**config.mk**
```make
export PLATFORM = sky130hd
export DESIGN_NAME = regfile_wb_arbiter
export DESIGN_NICKNAME = d
export VERILOG_FILES = /design/src/rtl/regfile_pkg.sv /design/src/rtl/wb_fifo.sv /design/src/rtl/regfile_wb_arbiter.sv
export SDC_FILE = /design/constraint.sdc
export NUM_CORES = 1
export LEC_CHECK = 0
export ABC_AREA = 0
export CAP_MARGIN = 20
export CORE_MARGIN = 3
export CORE_UTILIZATION = 51
export DETAILED_ROUTE_END_ITERATION = 10
export GPL_TIMING_DRIVEN = 1
export PLACE_DENSITY = 0.85
export SYNTH_ARGS = -nofsm -noshare
export SYNTH_HDL_FRONTEND = slang
export SYNTH_SLANG_ARGS = --single-unit
```
**constraint.sdc**
```tcl
create_clock -name clk -period 5.36 [get_ports clk]
set_clock_uncertainty 0.2 [all_clocks]
set_input_delay 1.072 -clock clk [delete_from_list [all_inputs] [get_ports clk]]
set_output_delay 1.072 -clock clk [all_outputs]
set_load 0.05 [all_outputs]
```
**src/rtl/regfile_pkg.sv**
```systemverilog
// Shared definitions for the register-file writeback path: default widths,
// requester indices and the writeback request record.
package regfile_pkg;

    localparam int DW    = 32;
    localparam int AW    = 5;
    localparam int NREGS = 2 ** AW;

    // Requester indices, also the encoding used by the arbiter's last_grant.
    localparam logic REQ_ALU = 1'b0;
    localparam logic REQ_LSU = 1'b1;

    typedef struct packed {
        logic [AW-1:0] addr;
        logic [DW-1:0] data;
    } wb_req_t;

endpackage

```
**src/rtl/wb_fifo.sv**
```systemverilog
// Per-requester writeback FIFO. Requests to x0 are accepted and dropped so
// they never reach the write port. Per-entry valid bits and addresses are
// exported so the top level can build the pending-write mask.
module wb_fifo #(
    parameter int DW    = 32,
    parameter int AW    = 5,
    parameter int DEPTH = 2
) (
    input  logic                       clk,
    input  logic                       reset,
    input  logic                       in_valid,
    output logic                       in_ready,
    input  logic [AW-1:0]              in_addr,
    input  logic [DW-1:0]              in_data,
    input  logic                       pop,
    output logic                       head_valid,
    output logic [AW-1:0]              head_addr,
    output logic [DW-1:0]              head_data,
    output logic [DEPTH-1:0]           entry_valid,
    output logic [DEPTH-1:0][AW-1:0]   entry_addr
);

    localparam int          PW      = (DEPTH > 1) ? $clog2(DEPTH) : 1;
    localparam logic [PW:0] DEPTH_C = (PW + 1)'(DEPTH);

    logic [PW-1:0]             wr_ptr_r;
    logic [PW-1:0]             rd_ptr_r;
    logic [PW:0]               count_r;
    logic [DEPTH-1:0]          valid_r;
    logic [DEPTH-1:0][AW-1:0]  addr_r;
    logic [DEPTH-1:0][DW-1:0]  data_r;
    logic                      store_s;
    logic                      pop_s;

    // Handshake and head decode; ready depends on stored count only.
    always_comb begin
        in_ready   = (count_r < DEPTH_C);
        store_s    = in_valid && in_ready && (in_addr != {AW{1'b0}});
        pop_s      = pop && valid_r[rd_ptr_r];
        head_valid = valid_r[rd_ptr_r];
        head_addr  = addr_r[rd_ptr_r];
        head_data  = data_r[rd_ptr_r];
    end

    assign entry_valid = valid_r;
    assign entry_addr  = addr_r;

    // Storage, pointers and occupancy; pointers wrap naturally at DEPTH.
    always_ff @(posedge clk) begin
        if (reset) begin
            wr_ptr_r <= {PW{1'b0}};
            rd_ptr_r <= {PW{1'b0}};
            count_r  <= {(PW + 1){1'b0}};
            valid_r  <= {DEPTH{1'b0}};
            addr_r   <= {(DEPTH * AW){1'b0}};
            data_r   <= {(DEPTH * DW){1'b0}};
        end else begin
            if (store_s) begin
                addr_r[wr_ptr_r]  <= in_addr;
                data_r[wr_ptr_r]  <= in_data;
                valid_r[wr_ptr_r] <= 1'b1;
                wr_ptr_r          <= wr_ptr_r + PW'(1);
            end
            if (pop_s) begin
                valid_r[rd_ptr_r] <= 1'b0;
                rd_ptr_r          <= rd_ptr_r + PW'(1);
            end
            case ({store_s, pop_s})
                2'b10:   count_r <= count_r + (PW + 1)'(1);
                2'b01:   count_r <= count_r - (PW + 1)'(1);
                default: count_r <= count_r;
            endcase
        end
    end

endmodule

```
**src/rtl/regfile_wb_arbiter.sv**
```systemverilog
// Write-port scheduler for the three-port register file. Two writeback
// requesters (ALU, LSU) each feed a small FIFO; a round-robin arbiter drains
// one head per cycle into the registered a3/we3/wd3 write port. The pending
// mask flags every register with a queued or in-flight write.
module regfile_wb_arbiter #(
    parameter int DW    = regfile_pkg::DW,
    parameter int AW    = regfile_pkg::AW,
    parameter int DEPTH = 2
) (
    input  logic                clk,
    input  logic                reset,
    input  logic                alu_valid,
    output logic                alu_ready,
    input  logic [AW-1:0]       alu_addr,
    input  logic [DW-1:0]       alu_data,
    input  logic                lsu_valid,
    output logic                lsu_ready,
    input  logic [AW-1:0]       lsu_addr,
    input  logic [DW-1:0]       lsu_data,
    output logic [AW-1:0]       a3,
    output logic                we3,
    output logic [DW-1:0]       wd3,
    output logic [(2**AW)-1:0]  pending
);

    import regfile_pkg::*;

    localparam int NREG_C = 2 ** AW;

    logic                      alu_hv_s;
    logic [AW-1:0]             alu_ha_s;
    logic [DW-1:0]             alu_hd_s;
    logic [DEPTH-1:0]          alu_ev_s;
    logic [DEPTH-1:0][AW-1:0]  alu_ea_s;
    logic                      lsu_hv_s;
    logic [AW-1:0]             lsu_ha_s;
    logic [DW-1:0]             lsu_hd_s;
    logic [DEPTH-1:0]          lsu_ev_s;
    logic [DEPTH-1:0][AW-1:0]  lsu_ea_s;
    logic                      grant_alu_s;
    logic                      grant_lsu_s;
    logic                      last_grant_r;
    logic [AW-1:0]             a3_r;
    logic                      we3_r;
    logic [DW-1:0]             wd3_r;
    logic [NREG_C-1:0]         pending_s;

    wb_fifo #(.DW(DW), .AW(AW), .DEPTH(DEPTH)) u_alu_fifo (
        .clk         (clk),
        .reset       (reset),
        .in_valid    (alu_valid),
        .in_ready    (alu_ready),
        .in_addr     (alu_addr),
        .in_data     (alu_data),
        .pop         (grant_alu_s),
        .head_valid  (alu_hv_s),
        .head_addr   (alu_ha_s),
        .head_data   (alu_hd_s),
        .entry_valid (alu_ev_s),
        .entry_addr  (alu_ea_s)
    );

    wb_fifo #(.DW(DW), .AW(AW), .DEPTH(DEPTH)) u_lsu_fifo (
        .clk         (clk),
        .reset       (reset),
        .in_valid    (lsu_valid),
        .in_ready    (lsu_ready),
        .in_addr     (lsu_addr),
        .in_data     (lsu_data),
        .pop         (grant_lsu_s),
        .head_valid  (lsu_hv_s),
        .head_addr   (lsu_ha_s),
        .head_data   (lsu_hd_s),
        .entry_valid (lsu_ev_s),
        .entry_addr  (lsu_ea_s)
    );

    // Round-robin grant: a lone head wins; on a tie the requester not served last wins.
    always_comb begin
        grant_alu_s = alu_hv_s && (!lsu_hv_s || (last_grant_r == REQ_LSU));
        grant_lsu_s = lsu_hv_s && !grant_alu_s;
    end

    // Output register and grant history; a3/wd3 hold their value on idle cycles.
    always_ff @(posedge clk) begin
        if (reset) begin
            we3_r        <= 1'b0;
            a3_r         <= {AW{1'b0}};
            wd3_r        <= {DW{1'b0}};
            last_grant_r <= REQ_LSU;
        end else if (grant_alu_s) begin
            we3_r        <= 1'b1;
            a3_r         <= alu_ha_s;
            wd3_r        <= alu_hd_s;
            last_grant_r <= REQ_ALU;
        end else if (grant_lsu_s) begin
            we3_r        <= 1'b1;
            a3_r         <= lsu_ha_s;
            wd3_r        <= lsu_hd_s;
            last_grant_r <= REQ_LSU;
        end else begin
            we3_r        <= 1'b0;
            a3_r         <= a3_r;
            wd3_r        <= wd3_r;
            last_grant_r <= last_grant_r;
        end
    end

    // Pending mask: every queued entry plus the write currently on the port; x0 never pends.
    always_comb begin
        pending_s = {NREG_C{1'b0}};
        for (int i = 0; i < DEPTH; i++) begin
            pending_s[alu_ea_s[i]] = pending_s[alu_ea_s[i]] | alu_ev_s[i];
            pending_s[lsu_ea_s[i]] = pending_s[lsu_ea_s[i]] | lsu_ev_s[i];
        end
        pending_s[a3_r] = pending_s[a3_r] | we3_r;
        pending_s[0]    = 1'b0;
    end

    assign a3      = a3_r;
    assign we3     = we3_r;
    assign wd3     = wd3_r;
    assign pending = pending_s;

endmodule

```
==> impl_results.md <==
- Status: finished, violations left
- Failing checks: negative setup slack
- Initial antenna violation count: 0
- Total gr overflow: 0
- Post-synth cell types: 98
- Max stage delay on crit path: 550 ps
- Slowest CP cell: or4b_4
- Layout cells sized above 1: 0.2699
- Post-synth EDFFs: 0
- Skew-Pair Late Insertion Delay: 450 ps
- Post-Synth Adder-Cell Area: 0.002171
- Routed WL per cell: 22.52 um
- Achievable Freq: 0.1528 GHz
- Area leader, netlist: dfxtp_1
- Post-route ant nets: 0
- Xor and xnor fraction of the mapped netlist area: 0.009119
- Mux cell area share after synthesis: 0.01248
- Cell area power density: 330.4 mW/mm2
- Most common cell in the netlist: nand2_1
- Setup TNS Final: -34,880 ps
- CTS tree: done
- Arr. time, crit path: 5270 ps
- Async set-reset flop share out of synthesis: 0
- Fin crit share: 1.221
- Critical Path RT: 4090 ps
- RSZ-0062 raised after global routing: true
- Peak supply drop: 0.3241 mV
- Fin crit period: 6546 ps
- Final hold vios: 0
- CP endpoint kind: output port
- Avg Inst Size Synth: 7.089 um2
- Vias in the first global route: 14,460
- Crit-path most repeated cell: buf_4
- Final Instance Area: 0.01698 mm2
- Slew @ Worst Pin: 1117 ps
- Final setup fails: 31
- Via density: 6.506
- # rows: 54
- Syn Inst Count: 1,626
- Seq cells post-synth: 199
- CP bufs+invs: 7
- Class of the worst hold path: reg -> reg
- Die height: 156.3 um
- Delay-heaviest family, CP: simple AND/OR/NAND/NOR gates
- Inserted Diodes: 0
- Detailed Place HPWL: 36,780 um
- Core Box Area: 0.02203 mm2
- Wire length of the first global-routing pass: 79,090 um
- Chip width: 156.3 um
- CTS H-tree depth: 4
- Slew Limit Fails: 0
- CTS Buf Count: 17
- Largest family of logic cells by synthesized area: compound AO/OA/AOI/OAI gates
- Mapped Area: 0.01153 mm2
- CP Launch Type: register
- Sequential area share after synthesis: 0.3456
- Final WS setup: -1186 ps
- CTS Buffer Depth: 2
- GPL Wtd Cong: 1.075
- Top cell type's share of synthesized area: 0.3456
- Vias: 14,890
- Syn nets: 1,706
- Die ar.: 0.02444 mm2
- Synth area leaders: dfxtp_1 (35%), nand2_1 (15%), a21oi_1 (8.7%)
- Crit path cell chain: xor2_2 -> nor4_4 -> buf_4 -> a21oi_4 -> or4b_4 -> a31o_4 -> o32a_1 -> buf_4 -> buf_4 -> and3_4 -> or3_4 -> a41oi_4 -> buf_4 -> a21boi_4 -> a21o_1 -> and3_4 -> nor4_4 -> buf_6 -> nor2_8 -> buf_12 -> o31ai_4 -> buf_6
- Drt drc: 0
- Final WL: 51,530 um
- Synth cell count leaders: nand2_1 (463), a21oi_1 (201), dfxtp_1 (199)
- Compound-cell area share of the yosys netlist: 0.2898
- Critical Path Fanout Max: 7
- CTS clk-pin slew, worst paths: 80 ps
- Root Driver: clkbuf_16
- Area post-placement: 0.01557 mm2
- Warnings from Yosys: 0
- Simple-gate share of the synthesized area: 0.2891
- Nets@finish: 2,075
- Detailed Routing Iterations Pass 1: 9
- GRT Total Usage: 0.4083
- Largest net degree at the start of global routing: 154
- Initial Utilization: 0.5233
- Max_cap viols: 0
- WHS: 257.4 ps
- CTS sink count: 199
- Static Leak: 6.137 nW
- IO Port Bufs: 148
- Relative slew slack: 0.2555
- Critical path type: reg -> out
- Top_reg_cell synth: dfxtp_1
- Area grow syn2layout: 47.30%
- Io pins: 150
- DRT iter0 DRCs: 1,989
- Final core utilization: 0.7708
metal layers:
metal	up-vias	track usage	wire (um)
li1	6580	-	-
met1	7059	0.5171	19240
met2	1042	0.6760	24270
met3	205	0.07882	5597
met4	0	0.1834	2420
met5	-	0	0
sequential cells by signal, summed over array words and instances (netlist names), 2 cells and up:
name and flops:
u_alu_fifo.count_r 2, u_alu_fifo.entry_valid 2, wd3 32, u_alu_fifo.data_r 64, u_lsu_fifo.entry_addr 10, a3 5
u_lsu_fifo.entry_valid 2, u_lsu_fifo.data_r 64, u_lsu_fifo.count_r 2, u_alu_fifo.entry_addr 10
power breakdown:
part	internal [mW]	total [mW]	switching, mW
combinational	1.00	2.54	1.54
clock	0.631	1.28	0.646
sequential	1.65	1.79	0.142
total	3.29	5.61	2.32
worst paths after layout:
kind | startpoint | to | slack [ps] | depth (start not counted)
worst max-delay path | u_lsu_fifo.entry_addr[0]$_SDFFE_PP0P_ | pending[6] | -1190 | 22
worst max register to register | u_lsu_fifo.entry_valid[0]$_SDFF_PP0_ | u_lsu_fifo.count_r[1]$_SDFFE_PP0P_ | 2120 | 10
worst min-delay path | u_lsu_fifo.data_r[46]$_SDFFE_PP0P_ | u_lsu_fifo.data_r[46]$_SDFFE_PP0P_ | 260 | 2
worst min register to register | u_lsu_fifo.data_r[46]$_SDFFE_PP0P_ | u_lsu_fifo.data_r[46]$_SDFFE_PP0P_ | 260 | 2
repair_timing:
action | CTS | global route
endpoints found under the hold margin | 0 | 0
gates resized for setup | 100 | 39
pin swaps | 25 | 31
setup endpoints to repair | 31 | 31
buffers inserted | 16 | 14
cloned | 1 | 0
hold buffers | 0 | 0
final cells by class:
class                   instances  area [um2]
fillers                      1586        5049
clock inverters                15       182.7
multi-input cells            1285        7790
flip-flops and latches        199        4003
repair buffers                480        4182
inverters                      12       45.04
well taps                     280       350.3
clock buffers                  17       425.4
worst min-delay path, stage by stage (launching register included):
cell     delay, ps
dfxtp_1        310
nand2_1         50
a21oi_1         50
cell families (layout without fill, tap and decap cells):
| kind of cell | count (synthesis) | count (layout) |
|---|---|---|
| buf+inv | 142 | 524 |
| flops | 199 | 199 |
| xor+xnor | 12 | 12 |
| fa+ha+maj | 2 | 2 |
| mux | 14 | 14 |
| simple gates | 760 | 760 |
| compound gates | 496 | 496 |
| other cells | 1 | 1 |
layout by cell type, fill, tap and decap left out, types with 6 or more instances in the layout:
master and n:
nand2_1 462, buf_4 305, a21oi_1 189, dfxtp_1 188
nor2_1 126, clkdlybuf4s50_1 116, a31oi_1 55, buf_6 50
a222oi_1 37, nor3_1 30, a211oi_1 28, o21ai_0 23
nand3_1 18, clkbuf_16 17, nand2b_1 16, a21oi_4 12
inv_1 11, nor2b_1 10, a211oi_2 10, o211ai_1 10
nand3b_1 9, nor2_2 9, dfxtp_2 9, a31oi_4 8
or3_1 7, and3_1 7, a311oi_1 7, and3_4 6
a31oi_2 6, o31ai_1 6, clkinv_8 6, buf_12 6
through the flow:
| step | setup WS [ps] | cells | total power [mW] |
|---|---|---|---|
| CTS | -1111 | 2277 | 5.438 |
| detailed placement | -893.1 | 2231 | 3.993 |
| finish | -1186 | 2288 | 5.609 |
| global route | -1293 | 2288 | 5.797 |
| floorplan | -303.1 | 1626 | 3.117 |
| global placement | -910.6 | 2231 | 3.947 |
Power figures use the tool's default switching activity.
